## src/rtl/ucode_seq_pkg.sv

```systemverilog
// rtl/ucode_seq_pkg.sv - shared constants for the microcode sequencer
// Purpose: ROM class encodings and the sequencer FSM state type.
package ucode_seq_pkg;

   // ROM class select, as decoded externally from the instruction word
   localparam logic [1:0] CLS_NONE = 2'b00;
   localparam logic [1:0] CLS_AR   = 2'b01;
   localparam logic [1:0] CLS_IMM  = 2'b10;
   localparam logic [1:0] CLS_MEM  = 2'b11;

   typedef enum logic {
      ST_IDLE = 1'b0,
      ST_EXEC = 1'b1
   } state_t;

endpackage

```

## src/rtl/ucode_seq.sv

```systemverilog
// rtl/ucode_seq.sv - two-state microcode sequencer driving a class-selected micro-op ROM
// Purpose: accepts an instruction, walks micro-op steps {opcode, step} through the
//          selected ROM until the ROM flags the last micro-op or the step counter
//          runs out, then reports done / overrun; en==00 is rejected as illegal.
// Ports:
//   clk, rst_n             clock, asynchronous active-low reset
//   instr, instr_valid     offered instruction word and its valid flag
//   en                     ROM class select for the offered instruction
//   rom_last               last-micro-op flag from the ROM word being read
//   stall                  datapath hold request
//   instr_ready            high when idle and able to accept
//   rom_rd, rom_sel,       micro-op read strobe, latched class and
//   rom_addr               {opcode field, step} address
//   busy                   high while executing
//   done, illegal, overrun single-cycle completion status pulses
module ucode_seq #(
   parameter int STEP_W = 3,
   parameter int OPF_W  = 4
) (
   input  logic                      clk,
   input  logic                      rst_n,
   input  logic [7:0]                instr,
   input  logic                      instr_valid,
   input  logic [1:0]                en,
   input  logic                      rom_last,
   input  logic                      stall,
   output logic                      instr_ready,
   output logic                      rom_rd,
   output logic [1:0]                rom_sel,
   output logic [OPF_W+STEP_W-1:0]   rom_addr,
   output logic                      busy,
   output logic                      done,
   output logic                      illegal,
   output logic                      overrun
);
   import ucode_seq_pkg::*;

   localparam logic [STEP_W-1:0] STEP_MAX = '1;
   localparam logic [STEP_W-1:0] STEP_ONE = {{(STEP_W-1){1'b0}}, 1'b1};

   state_t             state_q;
   logic [STEP_W-1:0]  step_q;
   logic [STEP_W-1:0]  step_d;
   logic [OPF_W-1:0]   opc_q;
   logic [1:0]         sel_q;
   logic               done_q;
   logic               illegal_q;
   logic               overrun_q;

   // Upper instruction bits carry no meaning for ROM addressing
   generate
      if (OPF_W < 8) begin : g_unused_hi
         logic unused_instr_hi;
         assign unused_instr_hi = ^instr[7:OPF_W];
      end
   endgenerate

   assign step_d = step_q + STEP_ONE;

   always_ff @(posedge clk or negedge rst_n) begin
      if (!rst_n) begin
         state_q   <= ST_IDLE;
         step_q    <= '0;
         opc_q     <= '0;
         sel_q     <= CLS_NONE;
         done_q    <= 1'b0;
         illegal_q <= 1'b0;
         overrun_q <= 1'b0;
      end else begin
         done_q    <= 1'b0;
         illegal_q <= 1'b0;
         overrun_q <= 1'b0;
         case (state_q)
            ST_IDLE: begin
               if (instr_valid) begin
                  if (en == CLS_NONE) begin
                     // Rejected: address/class outputs keep their previous values
                     illegal_q <= 1'b1;
                  end else begin
                     state_q <= ST_EXEC;
                     opc_q   <= instr[OPF_W-1:0];
                     sel_q   <= en;
                     step_q  <= '0;
                  end
               end
            end
            ST_EXEC: begin
               if (!stall) begin
                  // rom_last wins over exhaustion on the final step
                  if (rom_last) begin
                     state_q <= ST_IDLE;
                     done_q  <= 1'b1;
                  end else if (step_q == STEP_MAX) begin
                     state_q   <= ST_IDLE;
                     overrun_q <= 1'b1;
                  end else begin
                     step_q <= step_d;
                  end
               end
            end
            default: state_q <= ST_IDLE;
         endcase
      end
   end

   assign busy        = (state_q == ST_EXEC);
   assign instr_ready = (state_q == ST_IDLE);
   assign rom_rd      = busy && !stall;
   assign rom_sel     = sel_q;
   assign rom_addr    = {opc_q, step_q};
   assign done        = done_q;
   assign illegal     = illegal_q;
   assign overrun     = overrun_q;

endmodule

```

## config.mk

```make
export PLATFORM = sky130hd
export DESIGN_NAME = ucode_seq
export DESIGN_NICKNAME = d
export VERILOG_FILES = /design/src/rtl/ucode_seq_pkg.sv /design/src/rtl/ucode_seq.sv
export SDC_FILE = /design/constraint.sdc
export NUM_CORES = 1
export LEC_CHECK = 0
export ABC_CLOCK_PERIOD_IN_PS = 2950
export CAP_MARGIN = 20
export CELL_PAD_IN_SITES_DETAIL_PLACEMENT = 0
export CELL_PAD_IN_SITES_GLOBAL_PLACEMENT = 2
export CORE_AREA = 2 2 52 54
export CTS_CLUSTER_DIAMETER = 40
export DETAILED_ROUTE_END_ITERATION = 8
export DIE_AREA = 0 0 54 56
export PLACE_DENSITY_LB_ADDON = 0.2
export SYNTH_ARGS = -nofsm -noshare
export SYNTH_HDL_FRONTEND = slang
export SYNTH_SLANG_ARGS = --single-unit
```

## constraint.sdc

```tcl
create_clock -name clk -period 2.95 [get_ports clk]
set_clock_uncertainty 0.05 [all_clocks]
set_input_delay 0.885 -clock clk [delete_from_list [all_inputs] [get_ports clk]]
set_output_delay 0.885 -clock clk [all_outputs]
set_load 0.05 [all_outputs]
```

==> results of run 1 <==
==> worst min-delay path by stage <==
stage	cells past startpoint	start	slack (ps)	to
6_report	1	rom_sel[1]	460	rom_sel[1]
5_1_grt	1	rom_sel[1]	480	rom_sel[1]
4_1_cts	1	rom_sel[0]	460	rom_sel[0]
3_5_place_dp	1	opc_q[3]	440	opc_q[3]
3_3_place_gp	1	rom_sel[1]	440	rom_sel[1]
2_1_floorplan	0	rst_n	540	busy
==> metrics by stage <==
stage          instances  power, µW  instance area, µm²  hold slack (ps)  util, %
2_1_floorplan         41      508.9               574.3            539.4        -
6_report              99      747.7               887.1            458.9    36.47
5_1_grt               99      793.7               887.1            478.7    36.47
3_3_place_gp          95      644.4               860.8            443.8    35.39
3_5_place_dp          95      646.4               860.8            442.9    35.39
4_1_cts               99      764.0               887.1            460.8    36.47
==> metal layers <==
metal / global-route usage [%] / wire, µm
met5: 0 / 0
met4: 6.429 / 9
met2: 11.85 / 528
met3: 3.495 / 110
met1: 11.94 / 562
==> power by group <==
part	internal [µW]	total, µW	switching, µW
Sequential	221	252	30.8
Combinational	152	388	235
Clock	52.3	108	55.7
==> worst max-delay path: cells and delay by family <==
kind                   cells  cell delay, ps
buffers and inverters      2             660
and+or+nand+nor            1             240
==> kinds of logic (layout without fill, tap and decap cells) <==
group / count (synthesis) / in the layout
compound gates: 7 / 7
fa+ha+maj: 2 / 2
buf+inv: 2 / 30
flops: 13 / 13
mux: 4 / 4
simple gates: 13 / 13
==> final cells by class <==
cell class              count  area [µm²]
clock buffers               4       26.28
fillers                   254        1545
inverters                   1       3.754
multi-input cells          26       234.0
flip-flops and latches     13       325.3
well taps                  30       37.54
repair buffers             25       260.3
==> flip-flops by register name, summed over array words and instances, names as in the netlist <==
| signal | count |
|---|---|
| busy | 1 |
| overrun | 1 |
| step_q | 3 |
| opc_q | 4 |
| done | 1 |
| illegal | 1 |
| rom_sel | 2 |
==> cell usage in the layout (no fill, tap or decap) <==
| master | instances |
|---|---|
| a21oi_1 | 1 |
| a22o_1 | 5 |
| and2_1 | 1 |
| and2_4 | 1 |
| and2b_1 | 1 |
| buf_12 | 1 |
| clkbuf_1 | 1 |
| clkbuf_4 | 3 |
| clkdlybuf4s50_1 | 24 |
| dfrtp_1 | 13 |
| ha_1 | 2 |
| inv_1 | 1 |
| mux2_4 | 4 |
| nand2_1 | 2 |
| nand2b_1 | 1 |
| nor2_1 | 3 |
| nor2b_2 | 1 |
| nor4b_1 | 1 |
| nor4b_4 | 1 |
| o21ai_0 | 1 |
| or2_1 | 1 |
==> impl_metrics.env, run 1 <==
export IMPL_finalCriticalPeriod_ps=2722
export IMPL_vdd_drop_max_uv=422.6
export IMPL_start_util_pct=23.61
export IMPL_dr_pass1_iters=4
export IMPL_cts_tree="built"
export IMPL_finalHoldViolations=0
export IMPL_die_area_mm2=0.003024
export IMPL_core_area_mm2=0.002432
export IMPL_antenna_found_initial=0
export IMPL_yosys_warnings=0
export IMPL_critical_path_arrival_ps=1790
export IMPL_crit_fanout=4
export IMPL_post_cts_resized=0
export IMPL_drv_slew=0
export IMPL_grt_max_degree=14
export IMPL_fin_nets=87
export IMPL_grt_pass1_wl_mm=1.869
export IMPL_reg2reg_slack_ps=1150
export IMPL_slew_limit_headroom_pct=59.82
export IMPL_synthSimpleGateAreaFrac_pct=16.56
export IMPL_pre_cts_slack_ps=232.1
export IMPL_ys_flop_type="dfrtp_1"
export IMPL_crit_start="stall"
export IMPL_cts_root_buf="clkbuf_4"
export IMPL_synth_xor_area_share_pct=0
export IMPL_synth_fp_nets=58
export IMPL_clk_pin_slew_ps=70
export IMPL_path_cells="clkdlybuf4s50_1 > nor2_1 > buf_12"
export IMPL_synth_edff_count=0
export IMPL_wl_per_cell_um=12.22
export IMPL_setup_viol=0
export IMPL_diodes=0
export IMPL_cts_setup_buffers=0
export IMPL_ant_nets=0
export IMPL_synth_compound_area_share_pct=9.368
export IMPL_cts_hold_buf=0
export IMPL_synth_top_family_by_area="simple AND/OR/NAND/NOR gates"
export IMPL_die_y_um=56
export IMPL_startpoint_type="primary input"
export IMPL_avgSynthCellArea_um2=14.01
export IMPL_yosysTopAreaCellShare_pct=56.64
export IMPL_outcome="finished clean"
export IMPL_grt_ovfl_total=0
export IMPL_synth_commonest_cells="dfrtp_1, a22o_1, mux2_4, nor2_1"
export IMPL_syn2layout_area_growth_pct=54.47
export IMPL_ys_seq_area_share_pct=56.64
export IMPL_grt_pass1_vias=401
export IMPL_rr_worst_depth=5
export IMPL_cts_sinks=13
export IMPL_clk_path_buf_depth=2
export IMPL_drt_wl_total_mm=1.210
export IMPL_yosysMostFrequentCell="dfrtp_1"
export IMPL_synthesis_area_um2=574.3
export IMPL_drive_gt1_share_pct=15.94
export IMPL_vias_per_cell=4.192
export IMPL_drt_iter0_drc=6
export IMPL_path_class="in2out"
export IMPL_max_stage_delay_ps=490
export IMPL_p_leak_uw=0.0003960
export IMPL_synth_distinct_cells=18
export IMPL_dp_hpwl_um=916.6
export IMPL_grt_usage_pct=9.110
export IMPL_h_tree_depth=1
export IMPL_synthMuxAreaShare_pct=10.46
export IMPL_async_flop_share_pct=100.0
export IMPL_globalplace_congestion=0.5911
export IMPL_r2r_end="step_q[0]"
export IMPL_period_share_pct=92.28
export IMPL_crit_path_top_delay_cell="clkdlybuf4s50_1"
export IMPL_synth_fa_ha_area_share_pct=4.357
export IMPL_cp_endpoint="rom_rd"
export IMPL_cts_made_buffers=3
export IMPL_fmax_ghz=0.3673
export IMPL_rows=18
export IMPL_end_kind="output port"
export IMPL_power_density_mw_per_mm2=842.9
export IMPL_synth_seq_cells=13
export IMPL_r2r_start="step_q[0]"
export IMPL_maxCapViolCount=0
export IMPL_drc_errors=0
export IMPL_boundaryPins=30
export IMPL_setup_ws_ps=227.7
export IMPL_via_count=415
export IMPL_yosysTopAreaCell="dfrtp_1"
export IMPL_die_w_um=54
export IMPL_crit_required_ps=2020
export IMPL_hold_path_class="reg2reg"
export IMPL_synthTopCellsByArea="dfrtp_1, mux2_4, a22o_1"
export IMPL_syn_inst=41
export IMPL_rsz0062_at_grt="no"
export IMPL_io_buffers=25
export IMPL_final_setup_tns_ps=0
export IMPL_tightestPinTransition_ps=600.8
export IMPL_clk_latency_ps=270
No activity file was read; power rests on OpenSTA's default activity.
==> run 2, diff against run 1 <==
--- a/config.mk
+++ b/config.mk
@@ -5,7 +5,6 @@
 export SDC_FILE = /design/constraint.sdc
 export NUM_CORES = 1
 export LEC_CHECK = 0
-export ABC_CLOCK_PERIOD_IN_PS = 2950
 export CAP_MARGIN = 20
 export CELL_PAD_IN_SITES_DETAIL_PLACEMENT = 0
 export CELL_PAD_IN_SITES_GLOBAL_PLACEMENT = 2
==> constraint.sdc (replaced) <==
create_clock -name clk -period 3.17 [get_ports clk]
set_clock_uncertainty 0.05 [all_clocks]
set_input_delay 0.951 -clock clk [delete_from_list [all_inputs] [get_ports clk]]
set_output_delay 0.951 -clock clk [all_outputs]
set_load 0.05 [all_outputs]
==> results of run 2 <==
Same layout as run 1 (identical final DEF). Status: finished clean.
Main changes from that run: final weighted congestion in routability-driven placement 0.5911 -> 0.5909; setup slack after placement 232.1 ps -> 320.1 ps; setup slack after layout 227.7 ps -> 315.7 ps; register-to-register setup slack 1150 ps -> 1370 ps; total power 747.7 µW -> 695.8 µW; worst IR drop on VDD 422.6 µV -> 393.3 µV
==> run 3, diff against run 2 <==
--- a/config.mk
+++ b/config.mk
@@ -9,10 +9,9 @@
 export CELL_PAD_IN_SITES_DETAIL_PLACEMENT = 0
 export CELL_PAD_IN_SITES_GLOBAL_PLACEMENT = 2
 export CORE_AREA = 2 2 52 54
-export CTS_CLUSTER_DIAMETER = 40
 export DETAILED_ROUTE_END_ITERATION = 8
 export DIE_AREA = 0 0 54 56
-export PLACE_DENSITY_LB_ADDON = 0.2
+export PLACE_DENSITY_LB_ADDON = 0.1
 export SYNTH_ARGS = -nofsm -noshare
 export SYNTH_HDL_FRONTEND = slang
 export SYNTH_SLANG_ARGS = --single-unit
==> run 3 against run 2 <==
Maximum frequency is essentially flat. Critical path depth is the same. Total power is essentially flat. Cell count is the same. Worst setup slack gained 1.7 ps. Wire length grew 1.5%. Combinational power is essentially flat. Via count shrank 1.4%.
==> impl_metrics.env, run 3 (synthesized netlist as in run 1, its figures left out) <==
export IMPL_outcome="finished clean"
export IMPL_grtUsageMet1_pct=12.52
export IMPL_critical_path_arrival_ps=1850
export IMPL_grt_use_met2_pct=11.32
export IMPL_largest_reg_flops=4
export IMPL_rsz0062_at_grt="no"
export IMPL_p_leak_uw=0.0003960
export IMPL_hold_path_class="reg2reg"
export IMPL_startpoint_type="primary input"
export IMPL_grt_usage_pct=8.931
export IMPL_final_cell_mix="clkdlybuf4s50_1, dfrtp_1, a22o_1"
export IMPL_hold_end="rom_sel[1]"
export IMPL_grt_pass1_vias=403
export IMPL_tightestPinTransition_ps=613.3
export IMPL_dp_hpwl_um=917.8
export IMPL_period_share_pct=89.99
export IMPL_finalHoldViolations=0
export IMPL_via_count=409
export IMPL_reg2reg_slack_ps=1400
export IMPL_finalCriticalPeriod_ps=2853
export IMPL_die_y_um=56
export IMPL_cts_made_buffers=3
export IMPL_path_class="in2out"
export IMPL_max_flop_register="opc_q"
export IMPL_power_density_mw_per_mm2=783.9
export IMPL_hold_depth=1
export IMPL_end_kind="output port"
export IMPL_setup_viol=0
export IMPL_vias_per_cell=4.131
export IMPL_crit_fanout=4
export IMPL_globalplace_congestion=0.7241
export IMPL_wl_per_cell_um=12.40
export IMPL_die_w_um=54
export IMPL_cts_root_buf="clkbuf_4"
export IMPL_rr_worst_depth=5
export IMPL_grt_ovfl_total=0
export IMPL_cts_setup_buffers=0
export IMPL_r2r_end="step_q[0]"
export IMPL_drc_errors=0
export IMPL_vdd_drop_max_uv=315.5
export IMPL_final_setup_tns_ps=0
export IMPL_diodes=0
export IMPL_rows=18
export IMPL_slew_limit_headroom_pct=58.99
export IMPL_busiest_layer="met1"
export IMPL_io_buffers=25
export IMPL_dr_pass1_iters=3
export IMPL_instances_no_fill=99
export IMPL_core_area_mm2=0.002432
export IMPL_die_area_mm2=0.003024
export IMPL_maxCapViolCount=0
export IMPL_place_area_um2=860.8
export IMPL_r2r_start="step_q[0]"
export IMPL_grt_pass1_wl_mm=1.918
export IMPL_utilization_pct=36.47
export IMPL_fmax_ghz=0.3506
export IMPL_clk_path_buf_depth=2
export IMPL_drt_iter0_drc=7
export IMPL_final_common_cell="clkdlybuf4s50_1"
export IMPL_p_total_uw=695.4
export IMPL_drive_gt1_share_pct=15.94
export IMPL_cts_sinks=13
export IMPL_antenna_found_initial=0
export IMPL_cts_tree="built"
export IMPL_boundaryPins=30
export IMPL_drv_slew=0
export IMPL_hold_path_startpoint="rom_sel[1]"
export IMPL_dpl_cell_count=95
export IMPL_start_util_pct=23.61
export IMPL_drt_wl_total_mm=1.228
export IMPL_h_tree_depth=1
export IMPL_met3_usage_pct=3.226
export IMPL_clk_pin_slew_ps=80
export IMPL_clk_latency_ps=270
export IMPL_cts_hold_buf=0
export IMPL_crit_required_ps=2170
export IMPL_syn2layout_area_growth_pct=54.47
export IMPL_ant_nets=0
export IMPL_fin_nets=87
export IMPL_post_cts_resized=0
export IMPL_stdcell_area_um2=887.1
export IMPL_grt_max_degree=14
## run 3: worst max-delay path by stage
stage,from,endpoint
after floorplan,busy,rom_rd
after CTS,stall,rom_rd
after global routing,stall,rom_rd
final,stall,rom_rd
after detailed placement,stall,rom_rd
after global placement,stall,rom_rd
## run 3: final cells by class
type | count | area (µm²)
sequential | 13 | 325.3
tap | 30 | 37.54
clock buffer | 4 | 26.28
multi-input combinational | 26 | 234.0
fill | 247 | 1545
timing repair buffer | 25 | 260.3
inverter | 1 | 3.754
## run 3: layer usage
| metal | up-vias | wire [µm] |
|---|---|---|
| li1 | 204 | - |
| met1 | 184 | 635 |
| met2 | 19 | 486 |
| met3 | 2 | 94 |
| met4 | 0 | 12 |
| met5 | - | 0 |
## run 3: critical path, cell delays in order
cell	delay (ps)
clkdlybuf4s50_1	490
nor2_1	240
buf_12	170
## run 3: where the power goes
group          internal, µW  leakage [µW]  switching (µW)  total [µW]
combinational           142      0.000218             219         361
clock                  48.6     0.0000150            51.9         101
sequential              206      0.000163            27.8         234
## run 3: through the flow
stage | setup WS, ps | hold slack, ps
2_1_floorplan | 334.7 | 605.4
3_3_place_gp | 323.7 | 440.8
3_5_place_dp | 313.0 | 443.8
4_1_cts | 314.6 | 465.7
5_1_grt | 279.6 | 475.2
6_report | 317.4 | 456.4
